[config.mk]
export PLATFORM = sky130hd
export DESIGN_NAME = key_event_ctrl
export DESIGN_NICKNAME = d
export VERILOG_FILES = /design/src/rtl/key_event_ctrl.sv
export SDC_FILE = /design/constraint.sdc
export NUM_CORES = 1
export LEC_CHECK = 0
export CAP_MARGIN = 10
export CELL_PAD_IN_SITES_DETAIL_PLACEMENT = 1
export CELL_PAD_IN_SITES_GLOBAL_PLACEMENT = 1
export CORE_AREA = 3 3 79 62
export DETAILED_ROUTE_END_ITERATION = 10
export DIE_AREA = 0 0 82 65
export PLACE_DENSITY_LB_ADDON = 0.1
export SYNTH_ARGS = -nofsm -noshare
export SYNTH_HDL_FRONTEND = slang
export SYNTH_SLANG_ARGS = --single-unit
[constraint.sdc]
create_clock -name clk -period 3.5 [get_ports clk]
set_input_delay 0.7 -clock clk [delete_from_list [all_inputs] [get_ports clk]]
set_output_delay 0.7 -clock clk [all_outputs]
set_load 0.01 [all_outputs]
[src/rtl/key_event_ctrl.sv]
// key_event_ctrl: classifies debounced key presses into SINGLE / DOUBLE / LONG
// events (plus optional REPEAT while a long press is held). The events are
// delivered through a one-entry valid/ready buffer.
// Optional feature macro: KEY_EVT_AUTO_REPEAT_EN enables REPEAT events in LONG_HOLD.
module key_event_ctrl #(
   parameter int unsigned CNT_W       = 24,
   parameter int unsigned LONG_CYC    = 1000000,
   parameter int unsigned DBL_GAP_CYC = 300000,
   parameter int unsigned REPEAT_CYC  = 200000
) (
   input  logic       clk,
   input  logic       rst,
   input  logic       key_lvl,
   input  logic       evt_ready,
   output logic       evt_valid,
   output logic [1:0] evt_code,
   output logic       evt_drop,
   output logic       busy
);

   typedef enum logic [2:0] {
      S_IDLE,
      S_PRESS1,
      S_WAIT2,
      S_PRESS2,
      S_LONG_HOLD
   } state_t;

   localparam logic [1:0] EVT_REPEAT = 2'b00;
   localparam logic [1:0] EVT_SINGLE = 2'b01;
   localparam logic [1:0] EVT_DOUBLE = 2'b10;
   localparam logic [1:0] EVT_LONG   = 2'b11;

   localparam logic [CNT_W-1:0] LONG_LIM = CNT_W'(LONG_CYC - 1);
   localparam logic [CNT_W-1:0] GAP_LIM  = CNT_W'(DBL_GAP_CYC - 1);
   localparam logic [CNT_W-1:0] REP_LIM  = CNT_W'(REPEAT_CYC - 1);

`ifdef KEY_EVT_AUTO_REPEAT_EN
   localparam bit REPEAT_EN = 1'b1;
`else
   localparam bit REPEAT_EN = 1'b0;
`endif

   state_t           state;
   state_t           state_nxt;
   logic [CNT_W-1:0] cnt;
   logic [CNT_W-1:0] cnt_nxt;
   logic             cnt_clr;
   logic             lim_q;
   logic             lim_nxt;
   logic             key_q;
   logic             rise;
   logic             fall;
   logic             new_evt;
   logic [1:0]       new_code;
   logic             load;
   logic             drop;

   // Edge detection against the previous key sample.
   assign rise = key_lvl & ~key_q;
   assign fall = ~key_lvl & key_q;

   // State, counter, timeout flag and key sample registers.
   always_ff @(posedge clk) begin
      if (rst) begin
         state <= S_IDLE;
         cnt   <= '0;
         lim_q <= 1'b0;
         key_q <= 1'b0;
         busy  <= 1'b0;
      end else begin
         state <= state_nxt;
         cnt   <= cnt_nxt;
         lim_q <= lim_nxt;
         key_q <= key_lvl;
         busy  <= (state_nxt != S_IDLE);
      end
   end

   // Next-state and event decision; edges always win over a coincident timeout.
   always_comb begin
      state_nxt = state;
      new_evt   = 1'b0;
      new_code  = EVT_SINGLE;
      cnt_clr   = 1'b0;
      case (state)
         S_IDLE: begin
            if (rise) state_nxt = S_PRESS1;
         end
         S_PRESS1: begin
            if (fall) begin
               state_nxt = S_WAIT2;
            end else if (lim_q) begin
               state_nxt = S_LONG_HOLD;
               new_evt   = 1'b1;
               new_code  = EVT_LONG;
            end
         end
         S_WAIT2: begin
            if (rise) begin
               state_nxt = S_PRESS2;
            end else if (lim_q) begin
               state_nxt = S_IDLE;
               new_evt   = 1'b1;
               new_code  = EVT_SINGLE;
            end
         end
         S_PRESS2: begin
            if (fall) begin
               state_nxt = S_IDLE;
               new_evt   = 1'b1;
               new_code  = EVT_DOUBLE;
            end
         end
         S_LONG_HOLD: begin
            if (fall) begin
               state_nxt = S_IDLE;
            end else if (REPEAT_EN && lim_q) begin
               new_evt  = 1'b1;
               new_code = EVT_REPEAT;
               cnt_clr  = 1'b1;
            end
         end
         default: state_nxt = S_IDLE;
      endcase
   end

   // Counter clears on state change or repeat tick, otherwise saturates upward.
   always_comb begin
      cnt_nxt = cnt;
      if ((state_nxt != state) || cnt_clr) begin
         cnt_nxt = '0;
      end else if (cnt != '1) begin
         cnt_nxt = cnt + CNT_W'(1);
      end
   end

   // Timeout compare done one cycle early so lim_q is a plain flop.
   always_comb begin
      lim_nxt = 1'b0;
      case (state_nxt)
         S_PRESS1:    lim_nxt = (cnt_nxt == LONG_LIM);
         S_WAIT2:     lim_nxt = (cnt_nxt == GAP_LIM);
         S_LONG_HOLD: lim_nxt = (cnt_nxt == REP_LIM);
         default:     lim_nxt = 1'b0;
      endcase
   end

   // Buffer admission: load when empty or draining this cycle, else drop.
   always_comb begin
      load = new_evt & (~evt_valid | evt_ready);
      drop = new_evt & evt_valid & ~evt_ready;
   end

   // One-entry event buffer with drop pulse.
   always_ff @(posedge clk) begin
      if (rst) begin
         evt_valid <= 1'b0;
         evt_code  <= 2'b00;
         evt_drop  <= 1'b0;
      end else begin
         evt_drop <= drop;
         if (load) begin
            evt_valid <= 1'b1;
            evt_code  <= new_code;
         end else if (evt_valid && evt_ready) begin
            evt_valid <= 1'b0;
         end
      end
   end

endmodule

==> impl_metrics.py <==
metrics = {
    "global_routing": {
        "track_usage": 0.233,
        "grt_max_degree": 20,
        "grt_pass1_wl_um": 9410,
        "grt_pass1_vias": 1849,
        "globalRouteOverflowTotal": 0,
        "antenna_found_initial": 0,
    },
    "floorplan": {
        "start_util": 0.488,
        "die_area_um2": 5330,
        "die_h_um": 65,
        "die_w_um": 82,
        "coreArea_um2": 4100,
        "rows": 20,
        "ios": 9,
    },
    "yosys": {
        "synthCells": 250,
        "synth-seq-area-share": 0.340,
        "synth_edf_count": 0,
        "syn_avg_cell_area_um2": 8.01,
        "async_flop_share": 0,
        "ys_seq_elements": 34,
        "syn_area_um2": 2000,
        "synth_warnings": 0,
        "synth_nets": 255,
        "synth_cell_types": 51,
        "yosys_most_used_dff": "dfxtp_1",
    },
    "cells_and_area": {
        "multiInputGateArea_um2": 1240,
        "layout_common_cells": "nor2_1, dfxtp_1, nand2_1",
        "areaGrowthSynthToFinish_pct": 10.6,
        "mostFrequentLayoutCell": "nor2_1",
        "fillCellCount": 518,
        "antennaDiodeCount": 0,
        "drive_gt1_frac": 0.0824,
        "seqCellArea_um2": 681,
        "final_nets": 259,
    },
    "routing": {
        "vias": 1879,
        "drtIter0Drc": 141,
        "first_pass_iters": 5,
        "wl_um": 5560,
        "drc": 0,
        "ant_nets": 0,
        "viasPerCell": 6.06,
        "wire_per_inst_um": 17.9,
    },
    "placement": {
        "portBuffers": 8,
        "dp_slack_ns": 0.245,
        "post-dp-hpwl_um": 4010,
        "gp_congestion": 0.787,
    },
    "pwr": {
        "leakage_nw": 0.768,
        "p_int_uw": 624,
        "power.switching_uw": 204,
        "pwr-share-comb": 0.070,
        "vdd_drop_max_mv": 0.212,
        "p_sw_frac": 0.246,
        "seq_power_share": 0.485,
        "p_per_area_nw_per_um2": 374,
        "pwr-share-clk": 0.445,
    },
    "setup_path": {
        "arrival_ns": 3.18,
        "worstPathRequired_ns": 3.70,
        "crit_fanout": 6,
        "start_kind": "input pin",
        "crit_type": "in -> reg",
        "endpoint_kind": "flop",
    },
    "clock_tree": {
        "clock_latency_ns": 0.30,
        "postCtsSetupRepairBufs": 0,
        "htreeDepth": 2,
        "cts_tree": "built",
        "cts_root_buf": "clkbuf_8",
        "cts.repair.resized": 0,
        "cts.path.max_buffers": 2,
        "hold_buffers": 0,
        "cts_made_buffers": 5,
        "path_clk_slew_ns": 0.08,
        "clock-sinks": 34,
    },
    "sta": {
        "slew_viol_final": 0,
        "min_period_ns": 2.98,
        "setup_viol": 0,
        "fin_setup_tns_ns": 0,
        "hold_viol_final": 0,
        "max_slew_margin": 0.639,
        "max_clock_freq_mhz": 336,
        "tightest_slew_ns": 0.528,
        "rsz0062_at_grt": "false",
        "skew_ns": 0.0138,
        "fin_ws_ns": 0.524,
        "period_share": 0.850,
    },
    "run": {
        "maxCapViolations": 0,
    },
    "hold_path": {
        "hold_path_class": "reg -> reg",
    },
    "status": {
        "status": "complete, no violations",
    },
}
[path summary, 6_finish.rpt]
kind                             startpoint     endpoint  slack, ns  cells after the start
worst max-delay path                key_lvl        lim_q       0.52                      9
worst max register to register       cnt[0]        lim_q       0.75                      8
worst min-delay path            evt_code[1]  evt_code[1]       0.48                      2
worst min register to register  evt_code[1]  evt_code[1]       0.48                      2
[metal layers]
layer / track usage / part of all wire / vias up
li1: - / - / 907
met1: 0.348 / 0.52 / 925
met3: 0.0486 / 0.040 / 11
met2: 0.325 / 0.42 / 36
met5: 0 / 0 / -
met4: 0.0809 / 0.020 / 0
[cell usage after synthesis, types with 3 or more instances]
cell type,count,area (µm²)
clkbuf_1,9,33.8
nor2b_1,5,31.3
o31ai_1,5,37.5
a21oi_1,6,30.0
dfxtp_1,34,681
buf_2,3,15.0
a21o_1,4,30.0
a211oi_1,4,30.0
mux2i_1,7,70.1
nor2_1,38,143
o21ai_0,9,45.0
nand3_1,13,65.1
xnor2_1,8,70.1
or3_1,3,18.8
nand4_1,10,62.6
and3_1,7,43.8
nand2_1,17,63.8
nor3_1,14,70.1
inv_1,5,18.8
xor2_1,9,78.8
[metrics by stage]
step	cell area [µm²]	util	power, mW	instances	hold WS, ns
global route	2210	0.540	0.858	310	0.526
detailed placement	2110	0.513	0.468	302	0.473
finish	2210	0.540	0.828	310	0.475
CTS	2210	0.540	0.831	310	0.482
floorplan	2000	-	0.447	250	0.478
global placement	2110	0.513	0.467	302	0.461
[state kept, by name, indices dropped and copies added, names as in the netlist]
signal / cells
cnt: 24
state: 3
evt_code: 2
busy: 1
evt_drop: 1
evt_valid: 1
key_q: 1
lim_q: 1
[power by group through the flow]
stage | Combinational (mW) | Clock, mW | Sequential [mW]
floorplan | 0.0403 | 0 | 0.406
finish | 0.0581 | 0.369 | 0.401
detailed placement | 0.0579 | 0 | 0.410
global placement | 0.0568 | 0 | 0.410
CTS | 0.0577 | 0.373 | 0.401
global route | 0.0644 | 0.391 | 0.403
[critical path, cell delays in order]
cell and delay, ns:
clkdlybuf4s50_1 0.46, nor2b_1 0.21, nand3b_1 0.22, a21o_1 0.27
a2111oi_0 0.43, and3_1 0.22, o211ai_1 0.10, a211o_1 0.30
a2111oi_2 0.26
[layout make-up]
cell class,count,share of cell area
multi-input combinational,198,0.561
sequential,34,0.307
timing repair buffer,10,0.0429
clock buffer,5,0.0311
tap,55,0.0311
clock inverter,3,0.0181
inverter,5,0.00847
[cells by family (layout without fill, tap and decap cells)]
kind of cell	after synthesis	after routing	synth area share
AO/OA/AOI/OAI	44	44	0.159
XOR/XNOR	19	19	0.0906
adder cells (fa/ha/maj)	1	1	0.00625
buffers and inverters	18	23	0.0394
flip-flops	34	34	0.340
multiplexers	7	7	0.0350
AND/OR/NAND/NOR	127	127	0.330
Note: power is estimated with default switching activity, not from simulation.
